<file path="config.mk">
export PLATFORM = sky130hd
export DESIGN_NAME = forward_ctrl
export DESIGN_NICKNAME = d
export VERILOG_FILES = /design/src/rtl/forward_ctrl.sv
export SDC_FILE = /design/constraint.sdc
export NUM_CORES = 1
export LEC_CHECK = 0
export BUFFER_PORTS_ARGS = -buffer_cell sky130_fd_sc_hd__buf_2
export CAP_MARGIN = 20
export CORE_MARGIN = 10
export CORE_UTILIZATION = 45
export DETAILED_ROUTE_END_ITERATION = 12
export PLACE_DENSITY_LB_ADDON = 0.1
export SYNTH_ARGS = -nofsm -noshare
export SYNTH_HDL_FRONTEND = slang
export SYNTH_SLANG_ARGS = --single-unit
</file>
<file path="constraint.sdc">
create_clock -name clock -period 1.7 [get_ports clock]
set_input_delay 0.17 -clock clock [delete_from_list [all_inputs] [get_ports clock]]
set_output_delay 0.17 -clock clock [all_outputs]
set_load 0.01 [all_outputs]
</file>
<file path="src/rtl/forward_ctrl.sv">
// Operand-forwarding select, load-use detection and single-entry mult/div scoreboard.
// Optional macro FWD_STALL_STATS_EN adds a saturating 32-bit stall cycle counter (stall_cnt).
module forward_ctrl #(
    parameter  int REG_AW = 5,
    parameter  int NSTG   = 2,
    localparam int SELW   = $clog2(NSTG + 1)
) (
    input  logic                     clock,
    input  logic                     reset,
    input  logic                     dx_valid,
    input  logic [REG_AW-1:0]        dx_rs_a,
    input  logic [REG_AW-1:0]        dx_rs_b,
    input  logic                     dx_is_md,
    input  logic [REG_AW-1:0]        dx_md_rd,
    input  logic [NSTG*REG_AW-1:0]   stg_rd,
    input  logic [NSTG-1:0]          stg_we,
    input  logic                     stg_lw,
    input  logic                     md_ready,
    output logic [SELW-1:0]          sel_a,
    output logic [SELW-1:0]          sel_b,
    output logic                     stall,
`ifdef FWD_STALL_STATS_EN
    output logic [31:0]              stall_cnt,
`endif
    output logic                     md_busy
);

    typedef enum logic {
        MD_IDLE = 1'b0,
        MD_BUSY = 1'b1
    } md_state_e;

    md_state_e          state_q;
    md_state_e          state_d;
    logic [REG_AW-1:0]  md_dest_q;
    logic [REG_AW-1:0]  md_dest_d;
    logic [NSTG-1:0]    hit_a_s;
    logic [NSTG-1:0]    hit_b_s;
    logic               load_use_s;
    logic               md_raw_s;
    logic               md_hazard_s;
    logic               stall_s;
    logic               issue_s;

    // Register 0 is hard-wired, so it can never produce a dependency.
    function automatic logic src_hit(input logic [REG_AW-1:0] rs, input logic [REG_AW-1:0] rd);
        return (rs != {REG_AW{1'b0}}) && (rs == rd);
    endfunction

    // Per-stage producer match for each operand.
    always_comb begin
        hit_a_s = {NSTG{1'b0}};
        hit_b_s = {NSTG{1'b0}};
        for (int k = 0; k < NSTG; k++) begin
            hit_a_s[k] = stg_we[k] && src_hit(dx_rs_a, stg_rd[k*REG_AW +: REG_AW]);
            hit_b_s[k] = stg_we[k] && src_hit(dx_rs_b, stg_rd[k*REG_AW +: REG_AW]);
        end
    end

    // Priority select: scanning from the far stage inward lets the nearest match win.
    always_comb begin
        sel_a = {SELW{1'b0}};
        sel_b = {SELW{1'b0}};
        for (int k = NSTG - 1; k >= 0; k--) begin
            sel_a = hit_a_s[k] ? SELW'(k + 1) : sel_a;
            sel_b = hit_b_s[k] ? SELW'(k + 1) : sel_b;
        end
    end

    // Hazard detection; a completing mult/div (md_ready) releases every scoreboard stall.
    always_comb begin
        load_use_s  = dx_valid && stg_lw && stg_we[0] &&
                      (src_hit(dx_rs_a, stg_rd[REG_AW-1:0]) || src_hit(dx_rs_b, stg_rd[REG_AW-1:0]));
        md_raw_s    = src_hit(dx_rs_a, md_dest_q) || src_hit(dx_rs_b, md_dest_q);
        md_hazard_s = (state_q == MD_BUSY) && !md_ready && dx_valid && (md_raw_s || dx_is_md);
        stall_s     = load_use_s || md_hazard_s;
        issue_s     = dx_valid && dx_is_md && !stall_s;
    end

    // Scoreboard next-state.
    always_comb begin
        state_d   = state_q;
        md_dest_d = md_dest_q;
        case (state_q)
            MD_IDLE: begin
                if (issue_s) begin
                    state_d   = MD_BUSY;
                    md_dest_d = dx_md_rd;
                end else begin
                    state_d   = MD_IDLE;
                end
            end
            MD_BUSY: begin
                if (md_ready && issue_s) begin
                    state_d   = MD_BUSY;
                    md_dest_d = dx_md_rd;
                end else if (md_ready) begin
                    state_d   = MD_IDLE;
                end else begin
                    state_d   = MD_BUSY;
                end
            end
            default: begin
                state_d   = MD_IDLE;
                md_dest_d = {REG_AW{1'b0}};
            end
        endcase
    end

    // Scoreboard state; reset abandons any outstanding mult/div.
    always_ff @(posedge clock or negedge reset) begin
        if (!reset) begin
            state_q   <= MD_IDLE;
            md_dest_q <= {REG_AW{1'b0}};
        end else begin
            state_q   <= state_d;
            md_dest_q <= md_dest_d;
        end
    end

    assign stall   = stall_s;
    assign md_busy = (state_q == MD_BUSY);

`ifdef FWD_STALL_STATS_EN
    logic [31:0] stall_cnt_q;
    logic [31:0] stall_cnt_d;

    // Saturating count of stalled clock edges.
    always_comb begin
        if (stall_s && (stall_cnt_q != 32'hFFFF_FFFF)) begin
            stall_cnt_d = stall_cnt_q + 32'd1;
        end else begin
            stall_cnt_d = stall_cnt_q;
        end
    end

    // Stall counter register.
    always_ff @(posedge clock or negedge reset) begin
        if (!reset) begin
            stall_cnt_q <= 32'd0;
        end else begin
            stall_cnt_q <= stall_cnt_d;
        end
    end

    assign stall_cnt = stall_cnt_q;
`endif

endmodule

</file>
==> reports/results.md <==
| Item | This run | Unit |
|---|---|---|
| Outcome | finished with violations | - |
| Failing checks | negative setup slack | - |
| Global-route wire length before repair | 4602 | µm |
| Worst setup slack for register-to-register paths | 0.32 | ns |
| Net count of the finished layout | 186 | - |
| Diodes inserted | 0 | - |
| FP Rows | 15 | - |
| Ports placed on the boundary | 39 | - |
| Leakage | 0.0006303 | µW |
| Worst slew pin tran | 0.4317 | ns |
| Path class of the lowest-slack min-delay path | in2reg | - |
| Endpoint of the worst register-to-register path | md_dest_q[1]$_DFFE_PN0P_ | - |
| Iteration-0 DRC count of the detailed router | 17 | - |
| Final weighted congestion in routability-driven placement | 0.8772 | - |
| Power consumption | 654.4 | µW |
| Highest attainable clock frequency | 577.8 | MHz |
| Count of clock tree sinks | 6 | - |
| Finished layout cell area | 0.001296 | mm² |
| Fill cell count | 132 | - |
| Syn Std Cell Area | 798.3 | µm² |
| Endpoints failing hold | 0 | - |
| Worst-case clock skew | 0.0008066 | ns |
| Global route overflow | 0 | - |
| Least setup slack across all paths after layout | -0.03075 | ns |
| Switch Pwr | 227.8 | µW |
| Via-per-instance ratio | 5.256 | - |
| Distinct cells, synth | 21 | - |
| Most frequent cells in the layout | sky130_fd_sc_hd__buf_2, sky130_fd_sc_hd__buf_4, sky130_fd_sc_hd__xnor2_1, sky130_fd_sc_hd__xor2_1, sky130_fd_sc_hd__dfrtp_1 | - |
| TritonCTS clock tree | yes | - |
| RSZ-0062 raised after global routing | yes | - |
| Combined area of the multi-input logic cells | 679.4 | µm² |
| CTS H-tree lvls | 1 | - |
| First drt pass iteration count | 3 | - |
| Routed WL | 2744 | µm |
| Number of cells produced by synthesis | 90 | - |
| Worst Setup Path Type | in2out | - |
| Final TNS setup | -0.03075 | ns |
| Half-perimeter wire length of the detailed placement result | 2286 | µm |
| Sequential group share of total power | 31.3 | % |
| Net count after synthesis | 123 | - |
| Clock network fraction of total power | 18.8 | % |
| Seq/Total Area, Yosys | 18.81 | % |
| Syn Area/Cell | 8.870 | µm² |
| Area growth from synthesis to layout | 62.38 | % |
| Cell area after placement | 0.001144 | mm² |
| Max Transition Viols Final | 0 | - |
| Die outline width | 62.12 | µm |
| Via count of the first global-routing pass | 1013 | - |
| Combinational fraction of design power | 49.9 | % |
| Launch instance of the worst register-to-register path | md_busy$_DFF_PN0_ | - |
| Synth warn | 0 | - |
| Setup crit start | dx_rs_b[0] | - |
| Utilization after layout | 75.90 | % |
| Leading cell type in the layout, fill and taps excluded | sky130_fd_sc_hd__buf_2 | - |
| Core outline area | 0.001708 | mm² |
| Crit-path max FO | 6 | - |
| Starting density of the core | 46.74 | % |
| Seq. cell area | 150.1 | µm² |
| Switching Share | 34.81 | % |
| Endpoint kind of the worst setup timing path | output port | - |
| Critical path capture point | sel_b[1] | - |
| Required @ worst endpoint | 1.53 | ns |
| Launching element type of the critical path | primary input | - |
| Shortest period the worst path allows | 1.731 | ns |
| Crit share post-route | 101.8 | % |
| Vias after detailed routing | 925 | - |
| Worst max-slew margin expressed relative to the limit | 71.01 | % |
| Die area | 0.003858 | mm² |
| Mean routed wirelength per cell | 15.59 | µm |
| Worst reg-to-reg path cell count | 5 | - |
| Source-to-sink clock delay at the later pin of the worst-skew pair | 0.24 | ns |
| Worst hold margin | 0.1931 | ns |
| Data arrival time of the critical path | 1.56 | ns |
| DRC violations left | 0 | - |
| Internal power contribution | 426.6 | µW |
| Number of synthesized register bits | 6 | - |
| GRT Util Overall | 13.77 | % |
| Maximum root-to-sink buffer count | 2 | - |
| Areal power density over the cells | 504.9 | mW/mm² |
| Max-Cap Viols | 0 | - |
| Count of input and output buffers | 38 | - |
| Antenna violations before repair | 0 | - |
| Final-report setup violation count | 1 | - |
| Post-route ant nets | 0 | - |
| VDD IR max | 0.4740 | mV |
| Clock slew seen by the registers of the worst setup and hold paths | 0.04 | ns |
| Clock Root Buffer | sky130_fd_sc_hd__clkbuf_4 | - |
| Fraction of layout cells with a size suffix above 1 | 51.66 | % |
| Die extent in y | 62.12 | µm |
| TritonCTS Buffers | 3 | - |
| Pin count of the biggest net entering global routing | 14 | - |
worst min-delay path by stage:
stage	start	to	slack [ns]	cells after the start
after floorplan	reset	md_busy$_DFF_PN0_	-0.13	0
after global placement	reset	md_dest_q[0]$_DFFE_PN0P_	-0.005	1
after detailed placement	reset	md_dest_q[0]$_DFFE_PN0P_	-0.003	1
after CTS	dx_md_rd[0]	md_dest_q[0]$_DFFE_PN0P_	0.18	2
after global routing	dx_md_rd[0]	md_dest_q[0]$_DFFE_PN0P_	0.19	2
final	dx_md_rd[0]	md_dest_q[0]$_DFFE_PN0P_	0.19	2
per-stage QoR:
stage | instances | worst slack, ns
global route | 176 | -0.08066
CTS | 173 | -0.02341
floorplan | 90 | 0.09861
detailed placement | 168 | -0.1157
finish | 176 | -0.03075
global placement | 168 | -0.08325
registers in the layout, summed over array words and instances (netlist names):
| signal | cells |
|---|---|
| md_dest_q | 5 |
| md_busy | 1 |
Yosys cell counts, drive strengths merged:
cell	n	area share [%]
nor2	4	2.8
xor2	8	8.8
nor4	6	8.5
or4	2	1.9
nor2b	1	0.78
inv	5	2.4
nand2	3	1.4
nand3	2	1.3
xnor2	22	24
o41ai	5	5.5
a31o	1	1.1
a21boi	1	0.94
nand4	4	3.1
o31ai	1	0.94
clkbuf	3	1.4
o21ai	6	3.8
o211a	5	6.3
dfrtp	6	19
a311o	5	6.3
power by group through the flow:
| stage | Sequential (µW) | Clock, µW | Combinational, µW |
|---|---|---|---|
| global route | 211 | 137 | 357 |
| finish | 205 | 123 | 327 |
| detailed placement | 206 | 0 | 297 |
| floorplan | 200 | 0 | 175 |
| global placement | 205 | 0 | 290 |
| CTS | 204 | 132 | 309 |
per-layer routing:
metal,share of wire (%),wire length (µm),global-route usage [%],up-vias
met5,0,0,0,-
met4,0,0,4.857,0
met3,3.3,91,2.151,0
met2,55,1519,26.67,19
met1,41,1133,14.30,441
li1,-,-,-,465
worst max-delay path, cell delays in order:
cell                     delay [ns]
sky130_fd_sc_hd__buf_8         0.10
sky130_fd_sc_hd__or4_4         0.54
sky130_fd_sc_hd__nor2_4        0.13
sky130_fd_sc_hd__nor4_4        0.06
sky130_fd_sc_hd__buf_4         0.17
sky130_fd_sc_hd__nor4_2        0.22
sky130_fd_sc_hd__buf_2         0.17
kinds of logic (layout without fill, tap and decap cells):
group,count (synthesis),in the layout,synth area share [%]
and+or+nand+nor,22,22,19.75
DFF,6,6,18.81
AOI/OAI and AO/OA,24,24,24.77
xor gates and xnor gates,30,30,32.92
buffers and inverters,8,69,3.762
repair_timing:
action / CTS / global route
setup endpoints to repair: 3 / 3
pin swaps: 5 / 8
buffers inserted: 1 / 3
hold buffers: 1 / 0
hold endpoints to repair: 6 / 0
gates resized for setup: 9 / 9
cell type report:
cell class,instances,area share [%]
Multi-Input combinational cell,76,52.41
Tap cell,25,2.413
Timing Repair Buffer,61,30.41
Sequential cell,6,11.58
Clock buffer,3,1.737
Inverter,5,1.448
Power figures use the tool's default switching activity.
